### config.mk
export PLATFORM = sky130hd
export DESIGN_NAME = alu_decode
export DESIGN_NICKNAME = d
export VERILOG_FILES = /design/src/rtl/multicore_pkg.sv /design/src/rtl/alu_funct_decode.sv /design/src/rtl/alu_decode.sv
export SDC_FILE = /design/constraint.sdc
export NUM_CORES = 1
export LEC_CHECK = 0
export ABC_AREA = 1
export CAP_MARGIN = 25
export CORE_ASPECT_RATIO = 1.5
export CORE_MARGIN = 2
export CORE_UTILIZATION = 46
export CTS_CLUSTER_DIAMETER = 50
export DETAILED_ROUTE_END_ITERATION = 12
export PLACE_DENSITY = 0.85
export REMOVE_ABC_BUFFERS = 1
export SLEW_MARGIN = 25
export SYNTH_ARGS = -nofsm -noshare
export SYNTH_HDL_FRONTEND = slang
export SYNTH_SLANG_ARGS = --single-unit
### constraint.sdc
create_clock -name i_clk -period 2.4 [get_ports i_clk]
set_clock_uncertainty 0.2 [all_clocks]
set_input_delay 0.24 -clock i_clk [delete_from_list [all_inputs] [get_ports i_clk]]
set_output_delay 0.24 -clock i_clk [all_outputs]
set_load 0.02 [all_outputs]
### src/rtl/multicore_pkg.sv
`default_nettype none
// +----------------------------------------------------------------------+
// | multicore_pkg : shared ALU op encoding, RV32I opcodes, decoded entry |
// | rev 1.0                                                              |
// +----------------------------------------------------------------------+
package multicore_pkg;

  localparam int DATA_SIZE = 32;

  typedef enum logic [3:0] {
    ALU_ADD  = 4'd0,
    ALU_SUB  = 4'd1,
    ALU_SLL  = 4'd2,
    ALU_SLT  = 4'd3,
    ALU_SLTU = 4'd4,
    ALU_XOR  = 4'd5,
    ALU_SRL  = 4'd6,
    ALU_SRA  = 4'd7,
    ALU_OR   = 4'd8,
    ALU_AND  = 4'd9
  } t_aluop;

  localparam logic [6:0] OP     = 7'b0110011;
  localparam logic [6:0] OP_IMM = 7'b0010011;
  localparam logic [6:0] LUI    = 7'b0110111;
  localparam logic [6:0] AUIPC  = 7'b0010111;

  typedef struct packed {
    t_aluop                 funct;
    logic [4:0]             rs1;
    logic [4:0]             rs2;
    logic [4:0]             rd;
    logic [DATA_SIZE-1:0]   imm;
    logic                   use_imm;
    logic                   use_pc;
    logic                   rd_we;
    logic                   illegal;
    logic [DATA_SIZE-1:0]   pc;
  } t_decoded;

  localparam t_decoded DEC_RESET = '{
    funct: ALU_ADD, rs1: 5'd0, rs2: 5'd0, rd: 5'd0, imm: '0,
    use_imm: 1'b0, use_pc: 1'b0, rd_we: 1'b0, illegal: 1'b0, pc: '0
  };

  // alt selects the funct7[5] variant (SUB / SRA)
  function automatic t_aluop base_funct(input logic [2:0] f3, input logic alt);
    case (f3)
      3'b000:  return alt ? ALU_SUB : ALU_ADD;
      3'b001:  return ALU_SLL;
      3'b010:  return ALU_SLT;
      3'b011:  return ALU_SLTU;
      3'b100:  return ALU_XOR;
      3'b101:  return alt ? ALU_SRA : ALU_SRL;
      3'b110:  return ALU_OR;
      default: return ALU_AND;
    endcase
  endfunction

endpackage
`default_nettype wire

### src/rtl/alu_funct_decode.sv
`default_nettype none
// +----------------------------------------------------------------------+
// | alu_funct_decode : combinational RV32I word -> t_decoded mapping     |
// | rev 1.0                                                              |
// +----------------------------------------------------------------------+
module alu_funct_decode
  import multicore_pkg::*;
(
  input  logic [31:0]          i_instr,
  input  logic [DATA_SIZE-1:0] i_pc,
  output t_decoded             o_dec
);

  logic [6:0] opcode;
  logic [6:0] funct7;
  logic [2:0] funct3;
  logic       is_shift;
  logic       legal;
  t_decoded   dec;

  assign opcode   = i_instr[6:0];
  assign funct3   = i_instr[14:12];
  assign funct7   = i_instr[31:25];
  assign is_shift = (funct3 == 3'b001) || (funct3 == 3'b101);

  always_comb begin
    dec    = DEC_RESET;
    dec.pc = i_pc;
    legal  = 1'b1;
    case (opcode)
      OP: begin
        dec.rs1   = i_instr[19:15];
        dec.rs2   = i_instr[24:20];
        dec.rd    = i_instr[11:7];
        dec.funct = base_funct(funct3, funct7[5]);
        legal     = (funct7 == 7'b0000000) ||
                    ((funct7 == 7'b0100000) && ((funct3 == 3'b000) || (funct3 == 3'b101)));
      end
      OP_IMM: begin
        dec.rs1     = i_instr[19:15];
        dec.rd      = i_instr[11:7];
        dec.use_imm = 1'b1;
        if (is_shift) begin
          // Shifts carry shamt in the immediate field; funct7 picks SRL vs SRA.
          dec.funct = base_funct(funct3, funct7[5]);
          dec.imm   = {{(DATA_SIZE-5){1'b0}}, i_instr[24:20]};
          legal     = (funct7 == 7'b0000000) ||
                      ((funct3 == 3'b101) && (funct7 == 7'b0100000));
        end else begin
          dec.funct = base_funct(funct3, 1'b0);
          dec.imm   = {{(DATA_SIZE-12){i_instr[31]}}, i_instr[31:20]};
        end
      end
      LUI, AUIPC: begin
        dec.rd      = i_instr[11:7];
        dec.use_imm = 1'b1;
        dec.use_pc  = (opcode == AUIPC);
        dec.imm     = DATA_SIZE'({i_instr[31:12], 12'b0});
      end
      default: legal = 1'b0;
    endcase

    if (!legal) begin
      dec         = DEC_RESET;
      dec.pc      = i_pc;
      dec.illegal = 1'b1;
    end
    dec.rd_we = legal && (dec.rd != 5'd0);
  end

  assign o_dec = dec;

endmodule
`default_nettype wire

### src/rtl/alu_decode.sv
`default_nettype none
// +----------------------------------------------------------------------+
// | alu_decode : registered RV32I ALU decode stage with valid/ready      |
// | Optional skid register when ALU_DECODE_SKID_EN is defined. rev 1.0   |
// +----------------------------------------------------------------------+
module alu_decode
  import multicore_pkg::*;
(
  input  logic                 i_clk,
  input  logic                 i_rst_n,
  input  logic                 i_flush,
  input  logic                 i_valid,
  output logic                 o_in_ready,
  input  logic [31:0]          i_instr,
  input  logic [DATA_SIZE-1:0] i_pc,
  output logic                 o_valid,
  input  logic                 i_out_ready,
  output t_aluop               o_funct,
  output logic [4:0]           o_rs1_addr,
  output logic [4:0]           o_rs2_addr,
  output logic [4:0]           o_rd_addr,
  output logic [DATA_SIZE-1:0] o_imm,
  output logic                 o_use_imm,
  output logic                 o_use_pc,
  output logic                 o_rd_we,
  output logic                 o_illegal,
  output logic [DATA_SIZE-1:0] o_pc
);

  t_decoded dec;
  t_decoded out_q, out_d;
  logic     valid_q, valid_d;
  logic     accept, retire;

  alu_funct_decode u_funct_decode (
    .i_instr (i_instr),
    .i_pc    (i_pc),
    .o_dec   (dec)
  );

  assign accept = i_valid && o_in_ready;
  assign retire = valid_q && i_out_ready;

`ifdef ALU_DECODE_SKID_EN
  t_decoded skid_q, skid_d;
  logic     skid_valid_q, skid_valid_d;
  logic     in_ready_q, in_ready_d;

  assign o_in_ready = i_rst_n && in_ready_q && !i_flush;

  always_comb begin
    out_d        = out_q;
    valid_d      = valid_q;
    skid_d       = skid_q;
    skid_valid_d = skid_valid_q;
    if (i_flush) begin
      valid_d      = 1'b0;
      skid_valid_d = 1'b0;
    end else if (!valid_q || retire) begin
      // Main slot frees up: older skid contents go first.
      if (skid_valid_q) begin
        out_d        = skid_q;
        valid_d      = 1'b1;
        skid_valid_d = 1'b0;
      end else begin
        valid_d = accept;
        if (accept) out_d = dec;
      end
    end else if (accept) begin
      skid_d       = dec;
      skid_valid_d = 1'b1;
    end
    in_ready_d = !skid_valid_d;
  end

  always_ff @(posedge i_clk or negedge i_rst_n) begin
    if (!i_rst_n) begin
      skid_q       <= DEC_RESET;
      skid_valid_q <= 1'b0;
      in_ready_q   <= 1'b1;
    end else begin
      skid_q       <= skid_d;
      skid_valid_q <= skid_valid_d;
      in_ready_q   <= in_ready_d;
    end
  end
`else
  assign o_in_ready = i_rst_n && !i_flush && (!valid_q || i_out_ready);

  always_comb begin
    out_d   = out_q;
    valid_d = valid_q;
    if (i_flush) begin
      valid_d = 1'b0;
    end else if (accept) begin
      out_d   = dec;
      valid_d = 1'b1;
    end else if (retire) begin
      valid_d = 1'b0;
    end
  end
`endif

  always_ff @(posedge i_clk or negedge i_rst_n) begin
    if (!i_rst_n) begin
      out_q   <= DEC_RESET;
      valid_q <= 1'b0;
    end else begin
      out_q   <= out_d;
      valid_q <= valid_d;
    end
  end

  assign o_valid    = valid_q;
  assign o_funct    = out_q.funct;
  assign o_rs1_addr = out_q.rs1;
  assign o_rs2_addr = out_q.rs2;
  assign o_rd_addr  = out_q.rd;
  assign o_imm      = out_q.imm;
  assign o_use_imm  = out_q.use_imm;
  assign o_use_pc   = out_q.use_pc;
  assign o_rd_we    = out_q.rd_we;
  assign o_illegal  = out_q.illegal;
  assign o_pc       = out_q.pc;

endmodule
`default_nettype wire

==> tab_implementation.tex, run 1 <==
\begin{tabular}{lr}
\hline
Metric & Value \\
\hline
\multicolumn{2}{l}{\textbf{Status}} \\
Status & finished clean \\
\multicolumn{2}{l}{\textbf{Worst setup path}} \\
Number of cell instances on the worst register-to-register path & 8 \\
Startpoint class of the critical path & primary input \\
Launching instance or port of the critical path & i\_rst\_n \\
Start of the worst register-to-register path & o\_valid \\
Required time of the critical path & 1960 ps \\
Critical Setup Path Class & primary input to output pin \\
Setup crit end kind & output pin \\
Top Family by Delay on Critical Path & buffers and inverters \\
Delay of the slowest cell on the worst path & 620 ps \\
Worst path buffer plus inverter count & 3 \\
Capture instance of the worst register-to-register path & o\_pc[22] \\
CP Max Fanout & 2 \\
Cell chain of the critical path & dlygate4sd3\_1 -> buf\_4 -> o21ai\_1 -> nor2\_2 -> clkdlybuf4s50\_1 \\
Depth of the critical timing path with buffers and inverters included & 5 \\
Arrival @ worst endpoint & 1690 ps \\
Worst setup path end & o\_in\_ready \\
FF-to-FF setup slack & 640 ps \\
Standard cell with the maximum stage delay on the critical path & sky130\_fd\_sc\_hd\_\_clkdlybuf4s50\_1 \\
\multicolumn{2}{l}{\textbf{Timing}} \\
Number of endpoints failing setup at the final stage & 0 \\
Unrepaired setup endpoints after global routing & no \\
Maximum frequency from static timing analysis & 469 MHz \\
Max-slew headroom & 0.481 \\
Pin slew with the least headroom to its limit & 778 ps \\
Final-layout setup total negative slack & 0 ps \\
Final Cycle Share & 0.889 \\
Final hold violation count & 0 \\
Max-slew violation total from the final report & 0 \\
Min cycle time layout & 2130 ps \\
\multicolumn{2}{l}{\textbf{Global route}} \\
First-pass GRT wire length & 16,600 µm \\
Vias in the first global route & 3,488 \\
Antenna violations before repair & 0 \\
Global Route Usage Sum & 0.235 \\
Maximum number of pins on one net before global-route repair & 89 \\
Overflow left after global routing & 0 \\
\multicolumn{2}{l}{\textbf{Pwr}} \\
Power dissipated by switching net loads & 932 µW \\
Proportion of total power due to net switching & 0.249 \\
Worst VDD drop & 395 µV \\
Share of total power in the clock network & 0.379 \\
Leak & 0.00285 µW \\
Power density over cell area & 649 nW/µm² \\
Sequential share of power & 0.439 \\
Power Internal & 2810 µW \\
Combinational group share of total power & 0.181 \\
\multicolumn{2}{l}{\textbf{Route}} \\
Residual DRC count & 0 \\
Total length of routed wires & 10,200 µm \\
Vias/cell & 5.02 \\
Routed len/inst & 14.5 µm \\
Antenna-violating nets left & 0 \\
Initial DRT Pass Iterations & 4 \\
Via count of the routed design & 3,543 \\
1st-iter DRT viols & 194 \\
\multicolumn{2}{l}{\textbf{Finish}} \\
Antenna cell count & 0 \\
Most frequent cells in the layout & sky130\_fd\_sc\_hd\_\_nand2\_1 (206), sky130\_fd\_sc\_hd\_\_clkdlybuf4s50\_1 (156), sky130\_fd\_sc\_hd\_\_dfrtp\_1 (88) \\
Area growth from synthesis to final layout & 52.6\% \\
Post-route core utilization & 0.719 \\
Fill count & 611 \\
Number of nets in the finished design & 666 \\
Share of post-route cells with drive strength above 1 & 0.0732 \\
Most frequent standard cell in the layout excluding fill and tap cells & sky130\_fd\_sc\_hd\_\_nand2\_1 \\
\multicolumn{2}{l}{\textbf{Floorplan}} \\
Die Span X & 77.9 µm \\
Core region area & 8010 µm² \\
Die span in y & 115 µm \\
Standard-cell row count & 40 \\
I/O pin count & 158 \\
Floorplan die area & 8960 µm² \\
Initial core utilization & 0.471 \\
\multicolumn{2}{l}{\textbf{Clock network}} \\
Worst-case clock buffer depth & 2 \\
Buffers inserted by post-CTS timing repair & 0 \\
Inserted Clock Buffers & 9 \\
Clk slew on worst S/H paths & 60 ps \\
CTS resizes & 0 \\
Clock latency of the later-clocked register in the worst-skew pair & 320 ps \\
Hold buffer count at CTS & 0 \\
Clock root buffer & sky130\_fd\_sc\_hd\_\_clkbuf\_16 \\
H-tree depth & 3 \\
Clk sink count & 88 \\
CTS tree & done \\
\multicolumn{2}{l}{\textbf{Synthesis}} \\
Register area share after synthesis & 0.584 \\
Number of flip-flops and latches in the synthesized netlist & 88 \\
Number of synthesis warnings & 0 \\
Post-synthesis instance area & 3770 µm² \\
Post-synthesis average cell area & 8.55 µm² \\
Number of standard cells after synthesis & 441 \\
Distinct cells, synth & 27 \\
\multicolumn{2}{l}{\textbf{Place}} \\
Port-buffer cells & 157 \\
Gp weighted congestion & 0.857 \\
Post-DP HPWL & 7470 µm \\
\multicolumn{2}{l}{\textbf{Worst hold path}} \\
Hold path startpoint & i\_pc[13] \\
Worst Hold Class & primary input to flip-flop \\
\multicolumn{2}{l}{\textbf{Run}} \\
Max Cap Violations & 0 \\
\hline
\end{tabular}
power groups by stage:
| stage | clock [µW] | combinational, µW | sequential [µW] |
|---|---|---|---|
| after CTS | 1460 | 684 | 1640 |
| after floorplan | 0 | 133 | 1800 |
| after global placement | 0 | 665 | 1660 |
| after global routing | 1520 | 732 | 1650 |
| final | 1420 | 677 | 1640 |
| after detailed placement | 0 | 679 | 1670 |
sequential cells by signal, indices dropped and copies added, names as in the netlist:
| name | cells |
|---|---|
| o_rs1_addr | 5 |
| o_rd_addr | 5 |
| o_valid | 1 |
| o_rs2_addr | 5 |
| o_rd_we | 1 |
| o_imm | 32 |
| o_use_imm | 1 |
| o_funct | 4 |
| o_illegal | 1 |
| o_use_pc | 1 |
| o_pc | 32 |
worst min-delay path by stage:
stage / cells after the start / slack, ps / endpoint
after floorplan: 0 / -260 / o_funct[0]
after global routing: 3 / 250 / o_pc[4]
after detailed placement: 2 / 260 / o_imm[8]
after CTS: 2 / 50 / o_rd_addr[3]
after global placement: 2 / 260 / o_pc[23]
final: 3 / 240 / o_pc[13]
worst reg2reg max path: cells and delay by family, from the launching register on:
| family | cells | cell delay, ps |
|---|---|---|
| buffers and inverters | 3 | 570 |
| flip-flops | 1 | 380 |
| AND/OR/NAND/NOR | 4 | 480 |
| AO/OA/AOI/OAI | 1 | 70 |
layer usage:
layer | part of all wire | up-vias | track usage | wire [µm]
met2 | 0.52 | 131 | 0.407 | 5350
met4 | 0.047 | 0 | 0.146 | 481
met5 | 0 | - | 0 | 0
li1 | - | 1708 | - | -
met3 | 0.043 | 33 | 0.0251 | 443
met1 | 0.39 | 1671 | 0.280 | 3970
synthesized netlist by cell type, drive strengths merged:
| library cell | n | area [µm²] |
|---|---|---|
| nand3 | 45 | 280 |
| inv | 18 | 67.6 |
| a211oi | 1 | 7.51 |
| clkbuf | 13 | 48.8 |
| nand4 | 1 | 6.26 |
| dfrtp | 88 | 2200 |
| o21a | 1 | 7.51 |
| o211ai | 2 | 15.0 |
| nor3 | 2 | 10.0 |
| buf | 8 | 47.5 |
| nor2 | 18 | 96.3 |
| o31ai | 3 | 22.5 |
| nand2 | 210 | 803 |
| a21oi | 1 | 5.00 |
| o21ai | 29 | 145 |
| a21o | 1 | 7.51 |
cell families after synthesis:
group                  synth area share
buffers and inverters            0.0435
AND/OR/NAND/NOR                   0.317
flip-flops                        0.584
AO/OA/AOI/OAI                    0.0557
metrics by stage:
stage / instances / setup slack, ps / power (µW) / cell area, µm² / hold slack, ps
final: 706 / 266 / 3740 / 5760 / 240
after global routing: 706 / 197 / 3910 / 5760 / 255
after CTS: 705 / 337 / 3780 / 5740 / 52.3
after detailed placement: 690 / 109 / 2350 / 5440 / 264
after global placement: 690 / 224 / 2330 / 5440 / 262
after floorplan: 420 / -848 / 1930 / 3680 / -256
area by class of cell:
type	count	area, µm²	share of cell area
clock buffers	13	270	0.0469
clock inverters	2	37.5	0.00652
inverters	18	67.6	0.0117
multi-input cells	314	1410	0.244
flip-flops and latches	88	2200	0.382
well taps	105	131	0.0228
repair buffers	166	1640	0.285
Power figures use the tool's default switching activity.
==> run 2: changes to the inputs <==
- CAP_MARGIN: 25 -> 20
==> results of run 2 <==
No change in the layout: final DEF, timing and power equal those of run 1.
